File: src/rtl/pwm_avmm_slave.sv
// rtl/pwm_avmm_slave.sv - Avalon-MM multi-channel PWM generator with shadowed period/duty and wrap interrupt.
module pwm_avmm_slave #(
    parameter int CH_NUM = 4,
    parameter int CNT_W  = 16
) (
    input  logic              clk,
    input  logic              rst,
    input  logic [3:0]        avs_address,
    input  logic              avs_read,
    input  logic              avs_write,
    input  logic [31:0]       avs_writedata,
    input  logic [3:0]        avs_byteenable,
    output logic [31:0]       avs_readdata,
    output logic              avs_readdatavalid,
    output logic [CH_NUM-1:0] pwm_out,
    output logic              irq
);

    localparam logic [3:0] ADDR_CTRL   = 4'd0;
    localparam logic [3:0] ADDR_PERIOD = 4'd1;
    localparam logic [3:0] ADDR_PRESC  = 4'd2;
    localparam logic [3:0] ADDR_IRQ    = 4'd3;
    localparam logic [3:0] ADDR_DUTY0  = 4'd4;
    localparam logic [3:0] ADDR_CNT    = 4'd12;

    localparam logic [CNT_W-1:0] PERIOD_RST = CNT_W'(255);

    logic              ctrl_en;
    logic [CH_NUM-1:0] ch_en;
    logic [CNT_W-1:0]  period_sh;
    logic [15:0]       presc;
    logic              wrap_pend;
    logic              irq_en;
    logic [CNT_W-1:0]  duty_sh [CH_NUM];

    logic [CNT_W-1:0]  period_act;
    logic [CNT_W-1:0]  duty_act [CH_NUM];
    logic [15:0]       presc_cnt;
    logic [CNT_W-1:0]  cnt;

    logic              tick;
    logic              wrap;
    logic              wr_irq;
    logic              wrap_pend_nxt;
    logic              irq_en_nxt;
    logic [CH_NUM-1:0] pwm_nxt;
    logic [31:0]       ctrl_word;
    logic [31:0]       rd_mux;

    function automatic logic [31:0] be_merge(input logic [31:0] old_val,
                                             input logic [31:0] new_val,
                                             input logic [3:0]  be);
        logic [31:0] res;
        for (int b = 0; b < 4; b++) begin
            res[8*b +: 8] = be[b] ? new_val[8*b +: 8] : old_val[8*b +: 8];
        end
        return res;
    endfunction

    assign ctrl_word = {{(24-CH_NUM){1'b0}}, ch_en, 7'd0, ctrl_en};
    assign wr_irq    = avs_write && (avs_address == ADDR_IRQ);

    always_comb begin
        tick = ctrl_en && (presc_cnt == presc);
        wrap = tick && (cnt == period_act);
        // A wrap in the same cycle as a W1C keeps the pending bit set.
        wrap_pend_nxt = wrap_pend;
        if (wr_irq && avs_byteenable[0] && avs_writedata[0]) begin
            wrap_pend_nxt = 1'b0;
        end
        if (wrap) begin
            wrap_pend_nxt = 1'b1;
        end
        irq_en_nxt = (wr_irq && avs_byteenable[2]) ? avs_writedata[16] : irq_en;
        pwm_nxt = '0;
        for (int n = 0; n < CH_NUM; n++) begin
            pwm_nxt[n] = ctrl_en && ch_en[n] && (cnt < duty_act[n]);
        end
    end

    always_comb begin
        rd_mux = 32'd0;
        case (avs_address)
            ADDR_CTRL:   rd_mux = ctrl_word;
            ADDR_PERIOD: rd_mux = 32'(period_sh);
            ADDR_PRESC:  rd_mux = {16'd0, presc};
            ADDR_IRQ:    rd_mux = {15'd0, irq_en, 15'd0, wrap_pend};
            ADDR_CNT:    rd_mux = 32'(cnt);
            default:     rd_mux = 32'd0;
        endcase
        for (int n = 0; n < CH_NUM; n++) begin
            if (avs_address == 4'(ADDR_DUTY0 + n)) begin
                rd_mux = 32'(duty_sh[n]);
            end
        end
    end

    always_ff @(posedge clk) begin
        if (rst) begin
            ctrl_en           <= 1'b0;
            ch_en             <= '0;
            period_sh         <= PERIOD_RST;
            presc             <= '0;
            wrap_pend         <= 1'b0;
            irq_en            <= 1'b0;
            irq               <= 1'b0;
            avs_readdatavalid <= 1'b0;
            avs_readdata      <= 32'd0;
            for (int n = 0; n < CH_NUM; n++) begin
                duty_sh[n] <= '0;
            end
        end else begin
            if (avs_write && (avs_address == ADDR_CTRL)) begin
                ctrl_en <= 1'(be_merge(ctrl_word, avs_writedata, avs_byteenable));
                ch_en   <= CH_NUM'(be_merge(ctrl_word, avs_writedata, avs_byteenable) >> 8);
            end
            if (avs_write && (avs_address == ADDR_PERIOD)) begin
                period_sh <= CNT_W'(be_merge(32'(period_sh), avs_writedata, avs_byteenable));
            end
            if (avs_write && (avs_address == ADDR_PRESC)) begin
                presc <= 16'(be_merge({16'd0, presc}, avs_writedata, avs_byteenable));
            end
            for (int n = 0; n < CH_NUM; n++) begin
                if (avs_write && (avs_address == 4'(ADDR_DUTY0 + n))) begin
                    duty_sh[n] <= CNT_W'(be_merge(32'(duty_sh[n]), avs_writedata, avs_byteenable));
                end
            end
            wrap_pend         <= wrap_pend_nxt;
            irq_en            <= irq_en_nxt;
            irq               <= wrap_pend_nxt & irq_en_nxt;
            avs_readdatavalid <= avs_read;
            avs_readdata      <= avs_read ? rd_mux : 32'd0;
        end
    end

    // Active period/duty follow the shadows while disabled and reload only at wrap.
    always_ff @(posedge clk) begin
        if (rst) begin
            presc_cnt  <= '0;
            cnt        <= '0;
            period_act <= PERIOD_RST;
            pwm_out    <= '0;
            for (int n = 0; n < CH_NUM; n++) begin
                duty_act[n] <= '0;
            end
        end else begin
            pwm_out <= pwm_nxt;
            if (!ctrl_en) begin
                presc_cnt  <= '0;
                cnt        <= '0;
                period_act <= period_sh;
                duty_act   <= duty_sh;
            end else begin
                presc_cnt <= tick ? 16'd0 : presc_cnt + 16'd1;
                if (tick) begin
                    cnt <= wrap ? '0 : cnt + CNT_W'(1);
                end
                if (wrap) begin
                    period_act <= period_sh;
                    duty_act   <= duty_sh;
                end
            end
        end
    end

endmodule

File: config.mk
export PLATFORM = sky130hd
export DESIGN_NAME = pwm_avmm_slave
export DESIGN_NICKNAME = d
export VERILOG_FILES = /design/src/rtl/pwm_avmm_slave.sv
export SDC_FILE = /design/constraint.sdc
export NUM_CORES = 1
export LEC_CHECK = 0
export BUFFER_PORTS_ARGS = -buffer_cell sky130_fd_sc_hd__buf_2
export CORE_UTILIZATION = 45
export DETAILED_ROUTE_END_ITERATION = 6
export GPL_ROUTABILITY_DRIVEN = 0
export HOLD_SLACK_MARGIN = 0.1
export PLACE_DENSITY = 0.75
export SLEW_MARGIN = 0
export SYNTH_ARGS = -nofsm -noshare
export SYNTH_HDL_FRONTEND = slang
export SYNTH_SLANG_ARGS = --single-unit
export TNS_END_PERCENT = 30
File: constraint.sdc
create_clock -name clk -period 2.1 [get_ports clk]
set_input_delay 0 -clock clk [delete_from_list [all_inputs] [get_ports clk]]
set_output_delay 0 -clock clk [all_outputs]
set_load 0.005 [all_outputs]
==> results by group <==
Outcome
  – Outcome: finished, violations left
  – Failing checks: negative setup slack

Detailed routing
  – M1 WL: approximately 14 mm
  – Met3 wire length: between 2 and 3 mm
  – Drt wl/cell: 18.43 um
  – Final ANT Viol Nets: 0
  – Number of DRC markers in iteration 0: approximately 1200
  – Metal2 WL: 14.74 mm
  – Via count: 10040
  – Remaining DRCs: 0
  – Total Wirelength: ~33 mm
  – Detailed-router iteration count before antenna repair: 6
  – Highest routing layer actually used: met4
  – Via density: between 5 and 6

Cells and area
  – # fillers: about 2200
  – Most common cell after layout, fill and taps aside: dfxtp_1
  – Final #Nets: between 1500 and 2000
  – Share of cells above drive strength 1: 0.1364
  – Most frequent cells in the layout: 236 x dfxtp_1, 177 x nor2_1, 149 x nand2_1, 122 x mux2i_1, 95 x a21oi_1
  – Layout overhead on the synthesized area: 19.95%
  – Final instance area: 13680 um2

Synth
  – Area share of fa/ha/maj cells after synthesis: 0.06802
  – Post-synthesis compound-gate area fraction: 0.1270
  – Cell Area, Synth: between 10000 and 15000 um2
  – Largest family of logic cells by synthesized area: simple AND/OR/NAND/NOR gates
  – Post-synth EDFFs: 0
  – Simple-Gate Fraction of Synth Area: 0.1796
  – XOR/XNOR Fraction of Synth Area: 0.03533
  – Synth warn: 0
  – Share of synthesized flip-flops with an asynchronous set or reset: 0
  – Avg Inst Size Synth: ~8.6 um2
  – Post-synthesis sequential area ratio: 0.4178
  – Most used DFF post-synth: dfxtp_1
  – Post-synthesis register bit count: ~240
  – Multiplexer share of the synthesized area: 0.1080
  – Number of distinct library cells after synthesis: 47
  – Cell count after synthesis: ~1300

Die
  – # IOs: 82
  – Initial Util: 0.4635
  – Chip height: ~160 um
  – DIE WIDTH: roughly 160 um
  – Row count: 57
  – Core area: between 20000 and 25000 um2
  – Die ar.: roughly 26000 um2

Placement
  – Detailed Place HPWL: between 20 and 25 mm
  – Placed cell areas: around 12000 um2
  – PortBufs: 50

Setup path
  – Most common cell on crit path: buf_12
  – Required @ worst endpoint: around 2.5 ns
  – Crit path cell chain: xor2_1 > nor4_2 > nand4_1 > buf_4 > o31ai_4 > buf_12 > buf_12 > mux2i_1 > nor2_1
  – CP Max Fanout: 14
  – CP max-delay cell: nor4_2
  – Setup crit end kind: register
  – Worst R2R Start: cnt[1]
  – Crit Path Category: reg -> reg
  – Flop2flop setup slack: -0.14 ns
  – Setup crit start: cnt[1]
  – FF-to-FF path depth: 9
  – Crit start category: register
  – R2R Path End: duty_act[61]
  – Arrival time at the worst endpoint: 2.61 ns
  – Largest stage delay, worst path: about 0.34 ns

Hold path
  – Hold EP: duty_sh[14]
  – Min-Delay Path Class: in -> reg
  – Worst Min Path Start: avs_byteenable[1]
  – Hold path depth: 4

STA
  – Final Hold Violating Endpoints: 0
  – Fin crit share: 1.067
  – Worst slew pin tran: 0.9527 ns
  – Minimum setup slack in the final design: -0.1408 ns
  – Clk_skew: 0.01446 ns
  – Max Slew Vio Count: 0
  – Slew HR: 0.3649
  – RSZ-0062 raised after global routing: true
  – Fmax: 446.3 MHz
  – Tmin final: ~2.2 ns
  – # setup viols final: a little under 80
  – Hold Worst Slack: 0.1489 ns

CTS
  – Root Buffer: clkbuf_16
  – Max Root-Sink Buffers: 3
  – Clk sinks: approximately 240
  – Number of buffers created by CTS: 26
  – H-tree levels: 1
  – Clock-pin slew on the worst setup and hold paths: 0.06 ns
  – Clk_lat worst skew: between 0.5 and 0.6 ns
  – CTS tree: yes

Global routing
  – Pin count of the biggest net entering global routing: between 90 and 100
  – GR Overflow Total: 0
  – Tot GR Track Use: 0.2496
  – Vias in the first global route: around 9400
  – Antenna violations before repair: 1
  – First-pass GRT wire length: about 50 mm

Power
  – Worst vdd rail ir drop: 580.6 uV
  – P_leak: 0.006196 uW
  – Pwr dens: between 700 and 800 nW/um2
  – Design Power: 9627 uW

Flow run
  – MaxCap Viol Count: 0
## worst max-delay path by stage
stage,endpoint
floorplan,duty_act[53]
global placement,duty_act[19]
detailed placement,duty_act[37]
CTS,duty_act[61]
global route,duty_act[19]
finish,duty_act[61]
## where the power goes
| part | internal (uW) | switching (uW) |
|---|---|---|
| sequential | 4540 | 20.2 |
| combinational | 155 | 304 |
| clock | 2760 | 1840 |
## kinds of logic after synthesis
kind of cell,Yosys count
AO/OA/AOI/OAI,236
XOR/XNOR,46
adder cells (fa/ha/maj),62
buffers and inverters,161
flip-flops,238
multiplexers,123
other,1
AND/OR/NAND/NOR,455
## layout make-up
type / instances / area [um2] / share of cell area
Antenna cell: 1 / 2.502 / 0.0001829
Timing Repair Buffer: 171 / 1340 / 0.09796
Multi-Input combinational cell: 937 / 6021 / 0.4401
Inverter: 75 / 281.5 / 0.02058
Sequential cell: 238 / 4767 / 0.3485
Tap cell: 324 / 405.4 / 0.02963
Clock buffer: 37 / 763.2 / 0.05579
Clock inverter: 8 / 98.84 / 0.007226
## layer usage
layer  vias to the layer above  track usage
met1                      4715       0.3421
met4                         0      0.09563
met5                         -            0
li1                       4771            -
met2                       464       0.3979
met3                        91      0.03364
## flip-flops by register name, indices dropped and copies added, names as in the netlist, 16 cells and up
name          count
avs_readdata     17
cnt              16
duty_act         64
duty_sh          64
period_act       16
period_sh        16
presc            16
presc_cnt        16
## metrics by stage
stage	TNS, ns	utilization	setup WS [ns]	instances
6_report	-6.175	0.5560	-0.1408	1791
5_1_grt	-13.32	0.5560	-0.2489	1791
4_1_cts	-6.166	0.5529	-0.1384	1787
3_5_place_dp	-11.78	0.5078	-0.2046	1718
3_3_place_gp	-9.412	0.5078	-0.1737	1718
2_1_floorplan	0	-	0.006151	1336
## worst max-delay path: cells and delay by family, from the launching register on
family,cells,cell delay [ns]
DFF,1,0.32
buffers and inverters,3,0.57
AOI/OAI and AO/OA,1,0.24
xor gates and xnor gates,1,0.19
and+or+nand+nor,3,0.52
muxes,1,0.23
## synth_stat cells (all sizes together), types with 3 or more instances
| cell | number | share of area |
|---|---|---|
| nand3 | 20 | 0.0088 |
| xnor2 | 8 | 0.0061 |
| xor2 | 38 | 0.029 |
| nor4 | 12 | 0.0071 |
| mux2i | 123 | 0.11 |
| a32o | 10 | 0.0088 |
| a211oi | 4 | 0.0026 |
| or3 | 3 | 0.0016 |
| and4b | 4 | 0.0035 |
| nand4 | 16 | 0.0088 |
| and2 | 7 | 0.0038 |
| a222oi | 3 | 0.0026 |
| ha | 62 | 0.068 |
| a21oi | 95 | 0.042 |
| and4 | 7 | 0.0054 |
| inv | 75 | 0.025 |
| a2111oi | 4 | 0.0031 |
| o22ai | 14 | 0.0077 |
| nor2 | 178 | 0.059 |
| clkbuf | 52 | 0.017 |
| dfxtp | 238 | 0.42 |
| o21ai | 47 | 0.021 |
| and3 | 13 | 0.0071 |
| nor2b | 9 | 0.0049 |
| nand3b | 10 | 0.0066 |
| buf | 34 | 0.022 |
| nor3b | 4 | 0.0026 |
| a21o | 16 | 0.011 |
| nand2b | 7 | 0.0038 |
| a22oi | 26 | 0.017 |
| a211o | 8 | 0.0061 |
| nand2 | 150 | 0.049 |
| nor3 | 12 | 0.0053 |
## timing repair
action,4_1_cts,5_1_grt
setup buffers,1,2
hold buffers,23,0
setup endpoints to repair,86,105
pin swaps,1,2
resized for setup,3,7
cloned,0,1
hold endpoints to repair,130,0
No activity file was read; power rests on OpenSTA's default activity.
